[config.mk]
export PLATFORM = sky130hd
export DESIGN_NAME = ls_mem_unit
export DESIGN_NICKNAME = d
export VERILOG_FILES = /design/src/rtl/ls_mem_unit.sv
export SDC_FILE = /design/constraint.sdc
export NUM_CORES = 1
export LEC_CHECK = 0
export CAP_MARGIN = 20
export CORE_ASPECT_RATIO = 1.5
export CORE_MARGIN = 4
export CORE_UTILIZATION = 47
export CTS_CLUSTER_SIZE = 25
export DETAILED_ROUTE_END_ITERATION = 6
export GPL_TIMING_DRIVEN = 0
export PLACE_DENSITY = 0.95
export RECOVER_POWER = 100
export SLEW_MARGIN = 15
export SYNTH_ARGS = -nofsm -noshare
export SYNTH_HDL_FRONTEND = slang
export SYNTH_SLANG_ARGS = --single-unit
[constraint.sdc]
create_clock -name clock -period 3.6 [get_ports clock]
set_input_delay 0.72 -clock clock [delete_from_list [all_inputs] [get_ports clock]]
set_output_delay 0.72 -clock clock [all_outputs]
set_load 0.1 [all_outputs]
[src/rtl/ls_mem_unit.sv]
// Memory-side half of the load/store unit: issues one op at a time on the
// 64-bit memory bus, waits for tagged load data, aligns/extends it, and completes.
module ls_mem_unit #(
  parameter int XLEN  = 32,
  parameter int TAG_W = 4
) (
  input  logic             clock,
  input  logic             reset,
  input  logic             squash,
  input  logic             req_valid,
  output logic             req_ready,
  input  logic             req_rd_mem,
  input  logic             req_wr_mem,
  input  logic [2:0]       req_mem_size,
  input  logic [XLEN-1:0]  req_addr,
  input  logic [XLEN-1:0]  req_wdata,
  input  logic [4:0]       req_dest_reg_idx,
  output logic [1:0]       mem_command,
  output logic [XLEN-1:0]  mem_addr,
  output logic [1:0]       mem_size,
  output logic [63:0]      mem_wdata,
  input  logic [TAG_W-1:0] mem_response,
  input  logic [63:0]      mem_data,
  input  logic [TAG_W-1:0] mem_tag,
  output logic             done_valid,
  output logic [XLEN-1:0]  done_value,
  output logic [4:0]       done_dest_reg_idx,
  output logic             done_misaligned,
  output logic [2:0]       dbg_state
);

  // Handshake: a request is taken on a posedge where req_valid && req_ready;
  // req_ready is high exactly when the unit is IDLE and never looks at req_*.
  typedef enum logic [2:0] {
    S_IDLE  = 3'd0,
    S_ISSUE = 3'd1,
    S_WAIT  = 3'd2,
    S_DONE  = 3'd3,
    S_DRAIN = 3'd4
  } state_t;

  state_t            state_q, state_d;
  logic [XLEN-1:0]   addr_q, wdata_q, value_q;
  logic [2:0]        size_q;
  logic [4:0]        dest_q;
  logic              is_load_q, mis_q;
  logic [TAG_W-1:0]  tag_q;

  logic              op_go, mis_req, mem_accepted, tag_hit;
  logic [5:0]        lane_sh;
  logic [63:0]       lane, wd64;
  logic [XLEN-1:0]   load_val;

  assign op_go        = (state_q == S_IDLE) && req_valid && (req_rd_mem || req_wr_mem);
  assign mis_req      = ((req_mem_size[1:0] == 2'd1) && req_addr[0]) ||
                        ((req_mem_size[1:0] == 2'd2) && (req_addr[1:0] != 2'b00));
  assign mem_accepted = (state_q == S_ISSUE) && (mem_response != '0);
  assign tag_hit      = (mem_tag != '0) && (mem_tag == tag_q);
  assign lane_sh      = {addr_q[2:0], 3'b000};

  // State register
  always_ff @(posedge clock) begin
    if (!reset) state_q <= S_IDLE;
    else        state_q <= state_d;
  end

  // Next-state logic; squash outranks every other transition
  always_comb begin
    state_d = state_q;
    case (state_q)
      S_IDLE:  if (!squash && op_go) state_d = mis_req ? S_DONE : S_ISSUE;
      S_ISSUE: begin
        if (squash)            state_d = (mem_accepted && is_load_q) ? S_DRAIN : S_IDLE;
        else if (mem_accepted) state_d = is_load_q ? S_WAIT : S_DONE;
      end
      S_WAIT: begin
        if (tag_hit)     state_d = squash ? S_IDLE : S_DONE;
        else if (squash) state_d = S_DRAIN;
      end
      S_DONE:  state_d = S_IDLE;
      S_DRAIN: if (tag_hit) state_d = S_IDLE;
      default: state_d = S_IDLE;
    endcase
  end

  // Load lane extraction and extension
  always_comb begin
    lane     = mem_data >> lane_sh;
    load_val = '0;
    case (size_q[1:0])
      2'd0:    load_val = {{(XLEN-8){lane[7] & ~size_q[2]}}, lane[7:0]};
      2'd1:    load_val = {{(XLEN-16){lane[15] & ~size_q[2]}}, lane[15:0]};
      default: load_val = lane[XLEN-1:0];
    endcase
  end

  // Operation latches
  always_ff @(posedge clock) begin
    if (!reset) begin
      addr_q    <= '0;
      wdata_q   <= '0;
      value_q   <= '0;
      size_q    <= '0;
      dest_q    <= '0;
      is_load_q <= 1'b0;
      mis_q     <= 1'b0;
      tag_q     <= '0;
    end else begin
      if (op_go && !squash) begin
        addr_q    <= req_addr;
        wdata_q   <= req_wdata;
        value_q   <= '0;
        size_q    <= req_mem_size;
        dest_q    <= req_dest_reg_idx;
        is_load_q <= req_rd_mem;
        mis_q     <= mis_req;
      end
      if (mem_accepted && is_load_q) tag_q <= mem_response;
      if ((state_q == S_WAIT) && tag_hit) value_q <= load_val;
    end
  end

  // Outputs
  always_comb begin
    wd64                 = '0;
    wd64[XLEN-1:0]       = wdata_q;
    req_ready            = (state_q == S_IDLE);
    mem_command          = 2'd0;
    if (state_q == S_ISSUE) mem_command = is_load_q ? 2'd1 : 2'd2;
    mem_addr             = addr_q;
    mem_size             = size_q[1:0];
    mem_wdata            = wd64 << lane_sh;
    done_valid           = (state_q == S_DONE) && !squash;
    done_value           = done_valid ? value_q : '0;
    done_dest_reg_idx    = done_valid ? dest_q : 5'd0;
    done_misaligned      = done_valid & mis_q;
    dbg_state            = state_q;
  end

endmodule

==> Flow_metrics.wiki, run 1 <==
{| class="wikitable"
! Metric !! Value
|-
| Final slew viol count || 0
|-
| Pin count of the biggest net entering global routing || 20
|-
| Gate count after technology mapping || slightly below 900
|-
| Clock skew after layout || between 0.01 and 0.015 ns
|-
| Crit path capture || mem_wdata[28]
|-
| Via-per-instance ratio || just over 6
|-
| Tcrit/Tclk final || 98.4%
|-
| Routed vias || between 8000 and 9000
|-
| Floorplan core area || 0.0146 sq mm
|-
| Final-report hold violation count || 0
|-
| Clock Latency Late Sink || slightly above 0.4 ns
|-
| Chip Height || around 160 um
|-
| Number of synthesized flops with an enable pin || 0
|-
| Die area || between 0.015 and 0.02 sq mm
|-
| Number of synthesis warnings || 0
|-
| Filler-free cell count of the finished design || 1405
|-
| Tightest Pin Transition || ~1.2 ns
|-
| CTS tree || yes
|-
| Peak ir drop on the vdd network || roughly 330 uV
|-
| Mean cell area of the mapped netlist || between 7 and 8 sq um
|-
| Average routed wire per standard cell || about 23 um
|-
| Standard-cell rows || 54
|-
| Number of filler instances in the final layout || around 1100
|-
| Critical path startpoint category || register
|-
| I/O pin cnt || 293
|-
| Detailed Place HPWL || between 20000 and 25000 um
|-
| Power density over the cells || between 300 and 400 mW/mm^2
|-
| Clock buffers created by TritonCTS || 17
|-
| Crit path capture type || output port
|-
| Run status || complete, no violations
|-
| Flop and latch count out of synthesis || ~110
|-
| Hold-fix buffers at CTS || 0
|-
| Number of nets at the end of the flow || around 1300
|-
| FF-to-FF Start || mem_addr[2]$_SDFFE_PN0P_
|-
| Netlist Area Pre-Place || 0.00701 sq mm
|-
| Number of antenna violations at the first check in global routing || 0
|-
| Initial Utilization || about half
|-
| Ant. Diodes || 0
|-
| ANT nets after route || 0
|-
| Async set-reset flop share out of synthesis || 0%
|-
| Root buffer selected by CTS || sky130_fd_sc_hd__clkbuf_16
|-
| Total setup violations reported at the end of the flow || 0
|-
| Worst slew margin relative to its limit || between 10% and 20%
|-
| RSZ-0062 raised after global routing || false
|-
| Number of H-tree levels || 4
|-
| Layout Area Growth over Synthesis || 54.5%
|-
| Maximum clock frequency || 0.282 GHz
|-
| Total of buffers placed on input and output ports || between 200 and 300
|-
| Vias in the first global route || 8925
|-
| CP most frequent cell || sky130_fd_sc_hd__buf_6
|-
| Count of different cell masters after synthesis || 56
|-
| Overall die width || between 100 and 150 um
|-
| Reg2Reg Capture Point || value_q[23]$_SDFFE_PN0P_
|-
| Sequential-to-total area share from yosys stat || about a third
|-
| Number of instances resized during post-cts repair || 406
|-
| Maximum root-to-sink buffer count || 2
|-
| Slowest stage cell, crit path || sky130_fd_sc_hd__buf_2
|-
| 1st-pass router iterations || 6
|-
| Worst Reg2Reg Path Length in Cells || 6
|-
| RD Place Congestion || roughly 1
|-
| Start point of the worst hold path || dest_q[2]$_SDFFE_PN0P_
|-
| Worst min path class || reg2reg
|-
| Post-CTS Setup Inserts || 0
|-
| Number of cells in the design after placement || 1376
|-
| Critical Path Source || mem_addr[0]$_SDFFE_PN0P_
|-
| WP data required || 2.88 ns
|-
| Routed Wire Length || roughly 32000 um
|-
| Clk pin slew, worst setup/hold paths || 0.06 ns
|-
| Worst slack on hold paths || 0.450 ns
|-
| Layout cell share with drive strength beyond 1 || about a quarter
|-
| Flop2flop setup slack || 0.60 ns
|-
| Worst setup path category || reg2out
|-
| Cell-by-cell listing of the critical path || buf_6 > buf_6 > buf_4 > clkbuf_2 > mux2i_4 > a211oi_1 > buf_2
|-
| Critical path peak fanout || 19
|-
| Max-cap violation count || 0
|-
| Top_reg_cell synth || sky130_fd_sc_hd__dfxtp_1
|-
| Global-route wire length before repair || around 47000 um
|-
| Data arrival time of the critical path || roughly 2.8 ns
|-
| CTS sink cnt || about 110
|-
| Setup TNS after final layout || 0 ns
|-
| Starting DRT DRC Count || ~720
|-
| Congestion Overflow GR || 0
|-
| Net count of the mapped netlist || slightly above 1000
|-
| Final min period || 3.54 ns
|-
| Crit path largest cell delay || just under 0.5 ns
|-
| Leakage power of the design || around 4.1 nW
|-
| Number of remaining DRC errors || 0
|-
| Global Route Usage Sum || 36.2%
|}
[layout by cell type (no fill, tap or decap), drive strengths merged, types with 10 or more instances in the layout]
cell / netlist / routed
buf: 34 / 59
a221o: 15 / 15
a21oi: 93 / 93
o21ai: 23 / 23
o211ai: 14 / 14
mux2: 18 / 18
clkdlybuf4s15: 0 / 24
dfxtp: 113 / 113
and2: 54 / 54
inv: 5 / 13
and3: 10 / 10
dlygate4sd3: 0 / 41
clkbuf: 48 / 117
nor2: 65 / 65
o22ai: 25 / 25
clkdlybuf4s50: 0 / 146
mux4: 14 / 14
mux2i: 65 / 65
nand2: 193 / 193
a211oi: 10 / 10
[area by class of cell]
type                            instances  area [sq um]  share of cell area (%)
Buffer                                 79           380                    3.51
Clock buffer                           18           429                    3.96
Clock inverter                         14           144                    1.33
Inverter                                5          18.8                   0.173
Multi-Input combinational cell        689          4770                    44.1
Sequential cell                       113          2260                    20.9
Tap cell                              196           245                    2.26
Timing Repair Buffer                  291          2580                    23.8
[metal layers]
| metal | part of all wire [%] | track usage [%] |
|---|---|---|
| met5 | 0 | 0 |
| met4 | 8.3 | 27.1 |
| met3 | 9.6 | 9.42 |
| met2 | 49 | 62.9 |
| met1 | 33 | 36.9 |
[synth_stat cells, types with 2 or more instances]
cell | number | area, sq um
sky130_fd_sc_hd__o21ai_0 | 23 | 115
sky130_fd_sc_hd__xor2_1 | 4 | 35.0
sky130_fd_sc_hd__o211ai_1 | 14 | 105
sky130_fd_sc_hd__a221o_2 | 14 | 158
sky130_fd_sc_hd__nand2b_1 | 6 | 37.5
sky130_fd_sc_hd__o21ba_2 | 7 | 70.1
sky130_fd_sc_hd__mux2i_1 | 65 | 651
sky130_fd_sc_hd__and2_1 | 54 | 338
sky130_fd_sc_hd__buf_1 | 10 | 37.5
sky130_fd_sc_hd__dfxtp_1 | 113 | 2260
sky130_fd_sc_hd__and3_1 | 10 | 62.6
sky130_fd_sc_hd__buf_2 | 14 | 70.1
sky130_fd_sc_hd__a22o_1 | 8 | 70.1
sky130_fd_sc_hd__nor3_2 | 2 | 20.0
sky130_fd_sc_hd__o21a_1 | 8 | 60.1
sky130_fd_sc_hd__nor3_1 | 4 | 20.0
sky130_fd_sc_hd__clkbuf_1 | 47 | 176
sky130_fd_sc_hd__inv_1 | 3 | 11.3
sky130_fd_sc_hd__mux4_2 | 14 | 315
sky130_fd_sc_hd__buf_4 | 7 | 52.6
sky130_fd_sc_hd__or2_2 | 4 | 25.0
sky130_fd_sc_hd__or3_1 | 2 | 12.5
sky130_fd_sc_hd__nor2b_1 | 4 | 25.0
sky130_fd_sc_hd__inv_2 | 2 | 7.51
sky130_fd_sc_hd__nor4b_1 | 2 | 17.5
sky130_fd_sc_hd__a311oi_1 | 2 | 17.5
sky130_fd_sc_hd__nand2_1 | 192 | 721
sky130_fd_sc_hd__nand3_1 | 2 | 10.0
sky130_fd_sc_hd__a22oi_1 | 9 | 67.6
sky130_fd_sc_hd__a21oi_1 | 93 | 465
sky130_fd_sc_hd__o22ai_1 | 25 | 156
sky130_fd_sc_hd__nor2_1 | 65 | 244
sky130_fd_sc_hd__or4_1 | 2 | 15.0
sky130_fd_sc_hd__mux2_2 | 18 | 203
sky130_fd_sc_hd__a221oi_1 | 8 | 70.1
sky130_fd_sc_hd__buf_6 | 3 | 33.8
sky130_fd_sc_hd__a211oi_1 | 10 | 75.1
[worst max-delay path: cells and delay by family, from the launching register on]
family,cells,cell delay (ns)
buffers and inverters,5,1.54
AO/OA/AOI/OAI,1,0.31
flip-flops,1,0.38
multiplexers,1,0.17
[logic make-up after synthesis]
| logic type | share of synthesized area (%) |
|---|---|
| buf+inv | 5.62 |
| mux | 16.7 |
| simple gates | 23.0 |
| xor+xnor | 0.624 |
| flops | 32.3 |
| compound gates | 21.8 |
[through the flow]
step	util, %	power [W]	setup WS (ns)	cell area, sq um
6_report	74.3	0.00421	0.0583	10800
5_1_grt	74.3	0.00432	0.00198	10800
4_1_cts	75.2	0.00420	-0.00954	11000
3_5_place_dp	72.2	0.00257	-0.631	10500
3_3_place_gp	72.2	0.00256	-0.657	10500
2_1_floorplan	-	0.00214	0.0440	7370
[registers in the layout, summed over array words and instances (netlist names)]
signal,cells
dbg_state,3
dest_q,5
is_load_q,1
mem_addr,32
mis_q,1
size_q,3
tag_q,4
value_q,32
wdata_q,32
[worst min-delay path by stage]
stage	cells after the start	slack (ns)	end
global route	2	0.47	mem_addr[10]$_SDFFE_PN0P_
global placement	1	0.44	value_q[30]$_SDFFE_PN0P_
floorplan	1	0.42	value_q[30]$_SDFFE_PN0P_
CTS	2	0.45	dest_q[2]$_SDFFE_PN0P_
finish	2	0.45	dest_q[2]$_SDFFE_PN0P_
detailed placement	1	0.44	value_q[30]$_SDFFE_PN0P_
[power breakdown]
group | internal, W | leakage (nW) | switching (W)
Sequential | 0.00130 | 0.918 | 0.0000501
Combinational | 0.000390 | 2.88 | 0.000816
Clock | 0.000972 | 0.275 | 0.000681
Total | 0.00266 | 4.07 | 0.00155
Note: power is estimated with default switching activity, not from simulation.
==> inputs of run 2 (changes only) <==
- ABC_AREA: not set -> 0
==> results of run 2 <==
No change in the layout: final DEF, timing and power equal those of run 1.
==> inputs of run 3 (changes only) <==
- SLEW_MARGIN: 15 -> 20
==> results of run 3 <==
No change in the layout: final DEF, timing and power equal those of run 1.
==> edit, RTL diff (flow settings as in run 3) <==
Register the output `dbg_state`, without a reset; this adds one clock of latency there. The other outputs are not delayed to match.
--- a/src/rtl/ls_mem_unit.sv
+++ b/src/rtl/ls_mem_unit.sv
@@ -40,2 +40,4 @@
   } state_t;
+
+  logic [2:0] dbg_state_d;
 
@@ -136,3 +138,7 @@
     done_misaligned      = done_valid & mis_q;
-    dbg_state            = state_q;
+    dbg_state_d          = state_q;
+  end
+
+  always_ff @(posedge clock) begin
+    dbg_state <= dbg_state_d;
   end
Check against the original RTL: not equivalent (Yosys sat finds a counterexample within 4 cycles, from zero or initial values and one cycle with reset low).
==> edit against run 3 <==
Via count increased by 2.9%. Synthesized area increased by 0.36%. Final cell count increased by 2.6%. Setup slack got worse by 44 ps. Sequential cell count increased by 3. Final area increased by 3.1%. Total power increased by 8.4%. Routed wire length increased by 2.1%. Critical endpoint is now mem_wdata[2].
==> edit: results (changes against run 3) <==
| Metric | Value |
|---|---|
| Layout cells sized above 1 | 22.2% (-2.0 points) |
| Xor/xnor cell area share of the yosys netlist | 0.622% (-0.0022 points) |
| Worst slew pin tran | 1300 ps (+68.3 ps) |
| Mux contribution to synthesized area | 14.0% (-2.7 points) |
| CP startpoint | mem_addr[2] |
| Total routed wirelength | 32300 microns (+2.1%) |
| Vias per cell | 6.14 (+0.30%) |
| Outcome | completed |
| Critical Path End | mem_wdata[2] |
| R2r setup slk | 790 ps (+190 ps) |
| CP Max Fanout | 10 (-9) |
| Compound-cell area share of the yosys netlist | 22.1% (+0.30 points) |
| Most frequent cells after synthesis | nand2_1, dfxtp_1, a21oi_1 |
| GP Congestion | 1.00 (-0.62%) |
| Post-DP HPWL | 24100 microns (+0.84%) |
| Leak Pwr | 4.11 nW (+0.80%) |
| Filler cell count | 1069 (-0.28%) |
| Drt initial violations | 879 (+22%) |
| Syn_nets | 1075 (+3.5%) |
| Placed Area | 10600 sq um (+0.83%) |
| Synth cell types | 53 (-5.4%) |
| Fin nets | 1382 (+2.7%) |
| Total track usage | 36.4% (+0.18 points) |
| VDD IR-drop max | 376 uV (+12%) |
| WHS | 374 ps (-76.5 ps) |
| Worst endpoint data arrival time | 2870 ps (+50 ps) |
| RR Startpoint | dbg_state_d[2] |
| Worst R2R Path Depth | 7 (+1) |
-- edit: cell types whose count changed after synthesis, moves of 10 or more --
cell | before | now
o211ai_1 | 14 | 4
nand3_1 | 2 | 16
buf_2 | 14 | 26
and2_1 | 54 | 38
nand2_1 | 192 | 208
a221o_2 | 14 | 0
a21oi_1 | 93 | 108
a22oi_1 | 9 | 27
a211oi_1 | 10 | 21
-- edit: metal layers --
metal  wire length, microns  global-route usage [%]
met3                   3400                    8.40
met5                      0                       0
met1                  11000                    41.2
met4                   2600                    25.9
met2                  15400                    59.9
-- edit: layout make-up --
class / instances / area (sq um) / area share [%]
flip-flops and latches: 116 / 2330 / 20.8
plain buffers: 80 / 398 / 3.56
inverters: 6 / 22.5 / 0.202
clock buffers: 17 / 425 / 3.81
multi-input cells: 720 / 4820 / 43.2
diodes: 1 / 2.50 / 0.0224
well taps: 196 / 245 / 2.20
clock inverters: 14 / 199 / 1.78
repair buffers: 291 / 2730 / 24.4
-- edit: power by group --
part	total, W	switching (W)	internal (W)
logic	0.00134	0.000925	0.000413
clock network	0.00182	0.000658	0.00116
registers	0.00140	0.0000607	0.00134
-- edit: what timing repair did --
item | in CTS | in global routing
resized for setup | 479 | 30
pin swaps | 0 | 0
setup endpoints to repair | 103 | 84
-- edit: cells by family after synthesis --
group,Yosys count
and+or+nand+nor,381
AOI/OAI and AO/OA,253
DFF,116
buffers and inverters,89
muxes,81
xor gates and xnor gates,5
-- edit: worst min path at each step --
stage | start | end | cells past startpoint
2_1_floorplan | dbg_state_d[2] | dbg_state[2] | 0
3_3_place_gp | dbg_state_d[2] | dbg_state[2] | 0
3_5_place_dp | dbg_state_d[2] | dbg_state[2] | 0
4_1_cts | dbg_state_d[2] | dbg_state[2] | 0
5_1_grt | dbg_state_d[2] | dbg_state[2] | 0
6_report | dbg_state_d[2] | dbg_state[2] | 0
-- edit: metrics by stage --
stage,setup slack [ps],setup TNS [ps],instances
final,14.5,0,1441
after global routing,-43.5,-106,1440
after CTS,0.574,0,1441
after detailed placement,-905,-50910,1412
after global placement,-861,-46880,1412
after floorplan,16.1,0,925
-- edit: critical path, cell delays in order (launching register included) --
cell and delay, ps:
dfxtp_2 360, buf_2 230, buf_4 230, nor2_2 350, clkbuf_1 460, and3_1 270
clkdlybuf4s18_2 550
